===== config.mk =====
export PLATFORM = sky130hd
export DESIGN_NAME = freespace_pkt_arbiter_flat
export DESIGN_NICKNAME = d
export VERILOG_FILES = /design/src/rtl/bft_leaf_pkg.sv /design/src/rtl/freespace_pkt_arbiter_if.sv /design/src/rtl/rr_arbiter.sv /design/src/rtl/freespace_pkt_arbiter.sv /design/src/flat_wrapper.sv
export SDC_FILE = /design/constraint.sdc
export NUM_CORES = 1
export LEC_CHECK = 0
export CORE_AREA = 2 2 311 313
export DETAILED_ROUTE_END_ITERATION = 10
export DIE_AREA = 0 0 313 315
export PLACE_DENSITY = 0.73
export SLEW_MARGIN = 20
export SYNTH_ARGS = -nofsm -noshare
export SYNTH_HDL_FRONTEND = slang
export SYNTH_HIERARCHICAL = 1
export SYNTH_SLANG_ARGS = --single-unit

===== constraint.sdc =====
create_clock -name clk -period 8.45 [get_ports clk]
set_clock_uncertainty 0.1 [all_clocks]
set_input_delay 1.69 -clock clk [delete_from_list [all_inputs] [get_ports clk]]
set_output_delay 1.69 -clock clk [all_outputs]
set_load 0.01 [all_outputs]

===== src/rtl/bft_leaf_pkg.sv =====
// Shared constants for the BFT leaf blocks.
//   DEF_PACKET_BITS  : width of one BFT packet
//   DEF_NUM_IN_PORTS : input ports feeding credit packets
//   DEF_CNT_BITS     : width of the coalesce counter
//   idx_bits()       : width of a port index for a given port count
package bft_leaf_pkg;

  localparam int DEF_PACKET_BITS  = 97;
  localparam int DEF_NUM_IN_PORTS = 7;
  localparam int DEF_CNT_BITS     = 16;

  // Lane i occupies [DEF_LANE_BITS*(i+1)-1 : DEF_LANE_BITS*i] of the port bus.
  localparam int DEF_LANE_BITS    = DEF_PACKET_BITS;
  localparam int DEF_BUS_BITS     = DEF_PACKET_BITS * DEF_NUM_IN_PORTS;

  // A single-port build still needs a 1-bit index.
  function automatic int idx_bits(input int n);
    return (n > 1) ? $clog2(n) : 1;
  endfunction

  localparam int PORT_IDX_BITS = idx_bits(DEF_NUM_IN_PORTS);
  typedef logic [PORT_IDX_BITS-1:0] port_idx_t;

endpackage


===== src/rtl/freespace_pkt_arbiter_if.sv =====
// Port-side and egress-side signals of the freespace packet arbiter.
//   freespace_update        : per-port capture strobe (one cycle)
//   packet_from_input_ports : concatenated per-port credit packets
//   out_packet/out_valid/out_ready/out_port_idx : egress handshake
//   coalesce_cnt            : saturating count of overwritten pending packets
//   idle                    : nothing pending and no packet presented
// slave modport = arbiter view, master modport = environment view.
interface freespace_pkt_arbiter_if
  import bft_leaf_pkg::*;
#(
  parameter int PACKET_BITS  = DEF_PACKET_BITS,
  parameter int NUM_IN_PORTS = DEF_NUM_IN_PORTS,
  parameter int CNT_BITS     = DEF_CNT_BITS
) ();
  localparam int IDX_W = idx_bits(NUM_IN_PORTS);

  logic [NUM_IN_PORTS-1:0]             freespace_update;
  logic [PACKET_BITS*NUM_IN_PORTS-1:0] packet_from_input_ports;
  logic [PACKET_BITS-1:0]              out_packet;
  logic                                out_valid;
  logic                                out_ready;
  logic [IDX_W-1:0]                    out_port_idx;
  logic [CNT_BITS-1:0]                 coalesce_cnt;
  logic                                idle;

  modport slave (
    input  freespace_update, packet_from_input_ports, out_ready,
    output out_packet, out_valid, out_port_idx, coalesce_cnt, idle
  );

  modport master (
    output freespace_update, packet_from_input_ports, out_ready,
    input  out_packet, out_valid, out_port_idx, coalesce_cnt, idle
  );
endinterface


===== src/rtl/rr_arbiter.sv =====
// Round-robin picker with its own rotating pointer.
//   req       : request vector
//   advance   : a grant is being taken this cycle; move the pointer past it
//   grant     : one-hot grant (first request at or above the pointer, wrapping)
//   grant_idx : encoded index of grant
//   any       : at least one request
module rr_arbiter
  import bft_leaf_pkg::*;
#(
  parameter int N     = DEF_NUM_IN_PORTS,
  parameter int IDX_W = idx_bits(N)
) (
  input  logic             clk,
  input  logic             reset,
  input  logic [N-1:0]     req,
  input  logic             advance,
  output logic [N-1:0]     grant,
  output logic [IDX_W-1:0] grant_idx,
  output logic             any
);
  logic [IDX_W-1:0] rr_ptr;

  always_comb begin : pick
    int cand;
    grant     = '0;
    grant_idx = '0;
    any       = 1'b0;
    cand      = 0;
    for (int k = 0; k < N; k++) begin
      cand = int'(rr_ptr) + k;
      if (cand >= N) cand = cand - N;
      if (!any && req[cand]) begin
        grant[cand] = 1'b1;
        grant_idx   = IDX_W'(cand);
        any         = 1'b1;
      end
    end
  end

  always_ff @(posedge clk or negedge reset) begin
    if (!reset) begin
      rr_ptr <= '0;
    end else if (advance && any) begin
      rr_ptr <= (grant_idx == IDX_W'(N - 1)) ? '0 : grant_idx + IDX_W'(1);
    end
  end
endmodule


===== src/rtl/freespace_pkt_arbiter.sv =====
// Merges per-port freespace (credit-return) packets into one valid/ready
// stream. Each port has a capture register and a pending flag; a repeat
// strobe on a still-pending port overwrites the older packet and is counted.
//   clk   : BFT clock
//   reset : asynchronous active-low reset
//   bus   : freespace_pkt_arbiter_if.slave (strobes, lanes, egress handshake)
module freespace_pkt_arbiter
  import bft_leaf_pkg::*;
#(
  parameter int PACKET_BITS  = DEF_PACKET_BITS,
  parameter int NUM_IN_PORTS = DEF_NUM_IN_PORTS,
  parameter int CNT_BITS     = DEF_CNT_BITS
) (
  input logic                    clk,
  input logic                    reset,
  freespace_pkt_arbiter_if.slave bus
);
  localparam int IDX_W = idx_bits(NUM_IN_PORTS);
  localparam int POP_W = $clog2(NUM_IN_PORTS + 1);
  localparam int SUM_W = CNT_BITS + 1;

  logic [PACKET_BITS-1:0]  cap [NUM_IN_PORTS];
  logic [NUM_IN_PORTS-1:0] pend;
  logic [NUM_IN_PORTS-1:0] grant;
  logic [NUM_IN_PORTS-1:0] coalesce;
  logic [IDX_W-1:0]        grant_idx;
  logic                    any_pend;
  logic                    slot_free;
  logic                    do_grant;
  logic [PACKET_BITS-1:0]  grant_packet;
  logic [POP_W-1:0]        coalesce_pop;
  logic [SUM_W-1:0]        cnt_sum;
  logic [CNT_BITS-1:0]     cnt_next;

  logic [PACKET_BITS-1:0]  out_packet_q;
  logic                    out_valid_q;
  logic [IDX_W-1:0]        out_idx_q;
  logic [CNT_BITS-1:0]     cnt_q;

  assign slot_free = !out_valid_q || bus.out_ready;
  assign do_grant  = slot_free && any_pend;

  rr_arbiter #(.N(NUM_IN_PORTS), .IDX_W(IDX_W)) u_rr (
    .clk       (clk),
    .reset     (reset),
    .req       (pend),
    .advance   (do_grant),
    .grant     (grant),
    .grant_idx (grant_idx),
    .any       (any_pend)
  );

  // A strobe on the port being granted this cycle just refills it; only a
  // strobe that would clobber an unsent packet counts as a coalesce.
  assign coalesce = bus.freespace_update & pend & ~({NUM_IN_PORTS{do_grant}} & grant);

  always_comb begin
    grant_packet = '0;
    coalesce_pop = '0;
    for (int i = 0; i < NUM_IN_PORTS; i++) begin
      if (grant[i]) grant_packet = grant_packet | cap[i];
      coalesce_pop = coalesce_pop + POP_W'(coalesce[i]);
    end
    cnt_sum  = {1'b0, cnt_q} + SUM_W'(coalesce_pop);
    cnt_next = cnt_sum[CNT_BITS] ? '1 : cnt_sum[CNT_BITS-1:0];
  end

  always_ff @(posedge clk or negedge reset) begin
    if (!reset) begin
      pend         <= '0;
      out_packet_q <= '0;
      out_valid_q  <= 1'b0;
      out_idx_q    <= '0;
      cnt_q        <= '0;
      for (int i = 0; i < NUM_IN_PORTS; i++) cap[i] <= '0;
    end else begin
      for (int i = 0; i < NUM_IN_PORTS; i++) begin
        if (bus.freespace_update[i]) begin
          cap[i]  <= bus.packet_from_input_ports[PACKET_BITS*i +: PACKET_BITS];
          pend[i] <= 1'b1;
        end else if (do_grant && grant[i]) begin
          pend[i] <= 1'b0;
        end
      end
      if (slot_free) begin
        out_valid_q <= any_pend;
        if (any_pend) begin
          out_packet_q <= grant_packet;
          out_idx_q    <= grant_idx;
        end
      end
      cnt_q <= cnt_next;
    end
  end

  assign bus.out_packet   = out_packet_q;
  assign bus.out_valid    = out_valid_q;
  assign bus.out_port_idx = out_idx_q;
  assign bus.coalesce_cnt = cnt_q;
  assign bus.idle         = ~|pend & ~out_valid_q;
endmodule

===== src/flat_wrapper.sv =====
// flat-port wrapper written by rule: the top's interface ports become plain ports
module freespace_pkt_arbiter_flat import bft_leaf_pkg::*;
#(
  parameter int PACKET_BITS  = DEF_PACKET_BITS,
  parameter int NUM_IN_PORTS = DEF_NUM_IN_PORTS,
  parameter int CNT_BITS     = DEF_CNT_BITS
)
  (clk, reset, bus_freespace_update, bus_packet_from_input_ports, bus_out_ready, bus_out_packet, bus_out_valid, bus_out_port_idx, bus_coalesce_cnt, bus_idle);
  freespace_pkt_arbiter_if #(.PACKET_BITS(PACKET_BITS), .NUM_IN_PORTS(NUM_IN_PORTS), .CNT_BITS(CNT_BITS)) bus_i ();
  input logic clk;
  input logic reset;
  input wire logic [$bits(bus_i.freespace_update)-1:0] bus_freespace_update;
  input wire logic [$bits(bus_i.packet_from_input_ports)-1:0] bus_packet_from_input_ports;
  input wire logic [$bits(bus_i.out_ready)-1:0] bus_out_ready;
  output wire logic [$bits(bus_i.out_packet)-1:0] bus_out_packet;
  output wire logic [$bits(bus_i.out_valid)-1:0] bus_out_valid;
  output wire logic [$bits(bus_i.out_port_idx)-1:0] bus_out_port_idx;
  output wire logic [$bits(bus_i.coalesce_cnt)-1:0] bus_coalesce_cnt;
  output wire logic [$bits(bus_i.idle)-1:0] bus_idle;
  assign bus_i.freespace_update = bus_freespace_update;
  assign bus_i.packet_from_input_ports = bus_packet_from_input_ports;
  assign bus_i.out_ready = bus_out_ready;
  assign bus_out_packet = bus_i.out_packet;
  assign bus_out_valid = bus_i.out_valid;
  assign bus_out_port_idx = bus_i.out_port_idx;
  assign bus_coalesce_cnt = bus_i.coalesce_cnt;
  assign bus_idle = bus_i.idle;
  freespace_pkt_arbiter #(.PACKET_BITS(PACKET_BITS), .NUM_IN_PORTS(NUM_IN_PORTS), .CNT_BITS(CNT_BITS)) u_core (.clk(clk), .reset(reset), .bus(bus_i));
endmodule

# Yosys cells after proc, flatten, opt, wreduce, memory -nomap -nowiden
# Index checks and enable logic that the tools add are counted.
# word_totals
register_bits	806
latchBits	0
mem_bits_rw	0
mem_bits_ro	0
in_bits	689
out_inout_bits	118
elab_cells	206
n_memories	0
# classes
n_addsub	21
n_mul	0
n_div	0
magnitude_cmp	21
n_eq_ne	1
shift	0
muxes	86
bitwise_logic	18
reduce_logical	40
# ops
operator	n
two-way mux 97 bit	7
OR 97 bit	6
>= comparator 32 x 1 -> 1 bit, second input constant	7
less-than comparator 32 x 5 -> 1 bit, second input constant	7
two-way mux 32 bit	7
two-way mux 7 bit	7
two-way mux 1 bit	42
OR 7 bit	6
subtractor 4 x 3 -> 5 bit, second input constant	6
>= comparator 4 x 3 -> 1 bit, second input constant	6
two-way mux 3 bit	8
logical AND 1 bit	22
AND 7 bit	3
binary-select mux 1 bit (select 3 bit)	7
demux 1 bit (select 3 bit)	7
adder 16 x 3 -> 17 bit	1
two-way mux 16 bit	1
adder 3 x 1 -> 3 bit	5
nonzero test 2 bit	7
adder 3 x 3 -> 4 bit, second input constant	3
adder 3 x 2 -> 4 bit, second input constant	2
logical NOT 1 bit	8
NOT 7 bit	1
OR reduction 7 bit	1
10 further kinds	10

# Logic depth before layout (Yosys ltp)
# logic_depth
depth_word	37
ltp_mapped	34
ltp_nobuf	27

# By module
# Netlist, hierarchy kept.
# modules_own_cells
mod	instances	cells_per_inst	area_per_inst_um2	seq_area_each_um2
freespace_pkt_arbiter	1	2262	33017.9	20094.3
rr_arbiter	1	399	2842.7	75.1

# Worst setup path after synthesis
# No wires, ideal clock.
# synth_path
kind	reg-to-reg
startpoint	register u_core.u_rr.rr_ptr[1]
endpoint	register u_core.cnt_q[11], in the netlist u_core/bus.coalesce_cnt[11]
setup_ns	0.131
t_arrival_ns	7.172
t_required_ns	8.219
path_slack_ns	1.047
path_stages_with_launch	32
n_path_buf	7
synth_period_minus_slack_ns	7.403
cell_sequence	dfrtp_1 > buf_2 > buf_2 > inv_1 > ha_1 > fa_1 > buf_2 > buf_2 > mux2_2 > a22oi_1 > and3_4 > nand2_1 > nor3_1 > a221oi_1 > a21boi_0 > o221ai_1 > buf_2 > clkbuf_1 > a21boi_0 > and2_1 > fa_1 > inv_1 > fa_1 > inv_1 > fa_1 > ha_1 > fa_1 > a211oi_1 > nor2_2 > nand4_2 > buf_6 > nand3_1
# synth_via
elab_cells_between_ends	127
classes_between	20 x add/sub; 21 x order compare; 57 x mux; 9 x bitwise; 20 x reduce/logical
# synth_rtl
element	line	source
start: declaration	rr_arbiter.sv:21	logic [IDX_W-1:0] rr_ptr;
start signal: assignment	rr_arbiter.sv:44	rr_ptr <= (grant_idx == IDX_W'(N - 1)) ? '0 : grant_idx + IDX_W'(1);
parallel branches: the longest is 23 deep, another holds >= comparator 32 x 1 -> 1 bit	n/a	
two-way mux 7 bit (*)	rr_arbiter.sv:32	if (!any && req[cand]) begin
named net u_core.grant[2]	freespace_pkt_arbiter.sv:24	logic [NUM_IN_PORTS-1:0] grant;
AND 7 bit (*)	freespace_pkt_arbiter.sv:55	assign coalesce = bus.freespace_update & pend & ~({NUM_IN_PORTS{do_grant}} & grant);
NOT 7 bit (*)	freespace_pkt_arbiter.sv:55	
AND 7 bit (*)	freespace_pkt_arbiter.sv:55	
adder 3 x 1 -> 3 bit (*) (5 in a row)	freespace_pkt_arbiter.sv:62	coalesce_pop = coalesce_pop + POP_W'(coalesce[i]);
adder 16 x 3 -> 17 bit (*)	freespace_pkt_arbiter.sv:64	cnt_sum = {1'b0, cnt_q} + SUM_W'(coalesce_pop);
two-way mux 16 bit (*)	freespace_pkt_arbiter.sv:65	cnt_next = cnt_sum[CNT_BITS] ? '1 : cnt_sum[CNT_BITS-1:0];
named net u_core.cnt_next[11]	freespace_pkt_arbiter.sv:33	logic [CNT_BITS-1:0] cnt_next;
end signal: assignment	freespace_pkt_arbiter.sv:92	cnt_q <= cnt_next;
end: declaration	freespace_pkt_arbiter.sv:38	logic [CNT_BITS-1:0] cnt_q;
# Mark *: on every way through the listed nets, which the timed path passes. The select of a mux whose other input is x is not followed.
# A chain may end at the register's enable or synchronous reset.

# Worst setup path after layout
# layout_path
startpoint	register u_core.u_rr.rr_ptr[1]
endpoint	register u_core.cnt_q[9], in the netlist u_core/bus.coalesce_cnt[9]
# The elaborated chain is that of the path after synthesis.

==> run metrics <==
Synth Area per Inst approximately 13 sq um; synthesized area between 30,000 and 40,000 sq um; min cycle time layout between 7 and 8 ns; gpl congestion 0.8974; Max IR drop VDD between 0.5 and 0.6 mV; DR DRC count 0; Critical Path Sink Type flop; CTS resizes 0; Min-Delay Path Class flop to flop; Final TNS setup 0 ns; HPWL after detailed placement a little under 90,000 um; startpoint class of the critical path flop; number of I/O port buffers approximately 800; post-synthesis sequential area ratio roughly 56%; # setup viols final 0; All-Layer GR Usage between 20% and 30%; clock sink count between 800 and 900; Pwr Density 360.2 nW/um^2; post-synthesis cell type count 98; Std-Cell Rows about 110; Vias/cell ~5.7; initial antenna violation count 52; WHS Endpoint u_core/bus.out_port_idx[1]; die width around 310 um; main flop type after synthesis dfrtp_1; DRT iter0 DRCs 2,781; Post-synth EDFFs 0; Yosys reg bits 806; commonest non-fill, non-tap cell in the layout dfrtp_1; FF-to-FF setup slack about 0.6 ns; Syn Inst Count between 2,000 and 3,000; worst slew pin tran 1.116 ns; WHS roughly 0.38 ns; I/O pin total roughly 800; f_max approximately 0.13 GHz; Clk Latency, worst-skew pair 0.67 ns; Leak Pwr roughly 19 nW; FF-to-FF End u_core/bus.coalesce_cnt[9]; Setup Buffers After CTS 0; CTS tree built; detailed-route via count roughly 27,000; worst path required time 8.87 ns; Tcrit/Tclk final between 90 and 100%; Layout Utilization 50.31%; max-cap viol count 0; nets a little over 4,000; Post-DP Area 45,120 sq um; CTS H-tree lvls 3; worst rel slew slack around a quarter; setup slack at placement around 0.5 ns; layout cell share with drive strength beyond 1 26.90%; area of the core 95,710 sq um; fill count 8,325; 1st-pass router iterations 6; critical path fanouts, max 21; Ys Warns 6; worst r2r src u_core/u_rr/rr_ptr[1]; Worst Hold Launch u_core/bus.out_port_idx[1]; RSZ-0062 raised after global routing no; Area Growth Syn to Fin 34.28%; FFs w/ async S/R, synth 100.0%; global route total overflow 0; DRT Wirelength 132,200 um; Worst Setup Path Type flop to flop; Initial Util a little under two fifths; TritonCTS Buffers 89; Root Buffer clkbuf_16; die area just under 100,000 sq um; status complete, no violations; Die Ht 315 um; Pins Over Slew Limit 0; worst r2r path cells 25; worst setup margin 0.6025 ns; post-route cell area slightly below 50,000 sq um; Clk pin slew, worst setup/hold paths roughly 0.06 ns; wire per inst around 28 um; CP arrival 8.27 ns; Syn Nets ~3,400; first-pass GRT wire length roughly 190,000 um; clk buf depth 3; hold depth 2; cts hold-fix bufs 0; final hold vios 0; post-route ant nets 0; most frequent cells in the layout dfrtp_1 (806), clkdlybuf4s50_1 (798), mux2_2 (684); largest net degree at the start of global routing about 160; number of global-route vias before repair around 28,000
## per-stage QoR
step / power, mW / instances
final: 17.35 / 4784
after global routing: 18.20 / 4781
after global placement: 13.30 / 4590
after floorplan: 9.980 / 2661
after CTS: 17.36 / 4748
after detailed placement: 13.34 / 4590
## final cells by class
cell class,instances,area [sq um],area share (%)
Multi-Input combinational cell,1625,14660,30.44
Inverter,21,86.33,0.1793
Sequential cell,806,20170,41.89
Timing Repair Buffer,862,8616,17.89
Tap cell,1276,1597,3.316
Antenna cell,36,90.09,0.1871
Clock inverter,30,435.4,0.9042
Clock buffer,128,2504,5.199
## sequential cells by signal, summed over array words and instances, names as in the netlist
name / cells
u_core/bus.out_port_idx: 3
u_core/u_rr/rr_ptr: 3
u_core/pend: 7
u_core/bus.out_packet: 97
u_core/bus.out_valid: 1
u_core/bus.coalesce_cnt: 16
u_core/cap: 679
## Yosys cell counts, drive strengths merged, types with 7 or more instances
| cell type | n | area, sq um |
|---|---|---|
| or4 | 7 | 56.30 |
| nand4 | 9 | 62.56 |
| ha | 26 | 325.3 |
| nand3 | 17 | 85.08 |
| a22o | 99 | 867.1 |
| nand2b | 18 | 120.1 |
| a222oi | 98 | 980.9 |
| a221oi | 100 | 875.8 |
| or2 | 11 | 71.32 |
| o21ai | 24 | 120.1 |
| nand2 | 68 | 255.2 |
| and3 | 8 | 55.05 |
| and2 | 12 | 75.07 |
| nand3b | 7 | 56.30 |
| mux2i | 16 | 160.2 |
| clkbuf | 69 | 259.0 |
| buf | 140 | 772.0 |
| nor2 | 135 | 514.3 |
| xnor2 | 12 | 138.9 |
| a211oi | 8 | 75.08 |
| a21oi | 26 | 137.6 |
| nor3 | 12 | 71.32 |
| dfrtp | 806 | 20170 |
| inv | 21 | 81.33 |
| o22ai | 7 | 43.79 |
| a31oi | 106 | 663.1 |
| a22oi | 7 | 52.55 |
| mux2 | 685 | 7714 |
| a21boi | 14 | 116.4 |
| nor2b | 7 | 43.79 |
## how the worst max path moves through the flow
stage | startpoint | endpoint | slack, ns
2_1_floorplan | u_core/u_rr/rr_ptr[1] | u_core/bus.coalesce_cnt[11] | 1.05
3_3_place_gp | u_core/u_rr/rr_ptr[0] | u_core/bus.coalesce_cnt[11] | 0.56
3_5_place_dp | u_core/u_rr/rr_ptr[0] | u_core/bus.coalesce_cnt[13] | 0.51
4_1_cts | u_core/u_rr/rr_ptr[0] | u_core/bus.coalesce_cnt[9] | 0.50
5_1_grt | u_core/u_rr/rr_ptr[1] | u_core/bus.coalesce_cnt[9] | 0.13
6_report | u_core/u_rr/rr_ptr[1] | u_core/bus.coalesce_cnt[9] | 0.60
## critical path, stage by stage, from the launching register on
cell and delay, ns:
dfrtp_1 0.37, inv_1 0.25, ha_1 0.62, nor2b_1 0.34
a22o_1 0.27, nor4_2 0.62, nor3_1 0.16, nand3_1 0.20
buf_4 0.18, nor3_1 0.10, a221oi_1 0.36, a21boi_0 0.45
o221ai_4 0.18, a21boi_0 0.21, and2_1 0.18, fa_1 0.41
inv_1 0.09, fa_1 0.38, inv_1 0.09, fa_1 0.39
ha_1 0.24, fa_1 0.43, a211oi_1 0.49, nor2_2 0.17
nand4_2 0.32, nand3_1 0.12
## where the power goes
group / leakage (nW) / switching [mW] / internal [mW] / total [mW]
sequential: 9.38 / 0.441 / 4.51 / 4.96
combinational: 8.51 / 4.94 / 3.48 / 8.42
clock: 1.43 / 1.65 / 2.31 / 3.97
total: 19.3 / 7.03 / 10.3 / 17.3
## layer usage
metal	GRT usage, %	up-vias	part of all wire [%]
met5	0	-	0.14
met4	11.86	28	3.8
met3	6.802	287	9.0
met2	42.47	1303	48
met1	32.78	14080	39
li1	-	11660	-
## kinds of logic (layout without fill, tap and decap cells)
family / Yosys count / in the layout / synth area share [%]
AO/OA/AOI/OAI: 545 / 545 / 12.42
adder cells (fa/ha/maj): 31 / 31 / 1.186
multiplexers: 701 / 701 / 21.96
buffers and inverters: 230 / 1041 / 3.102
AND/OR/NAND/NOR: 331 / 331 / 4.560
flip-flops: 806 / 806 / 56.24
XOR/XNOR: 17 / 17 / 0.5304
other: 0 / 36 / 0
Note: power is estimated with default switching activity, not from simulation.
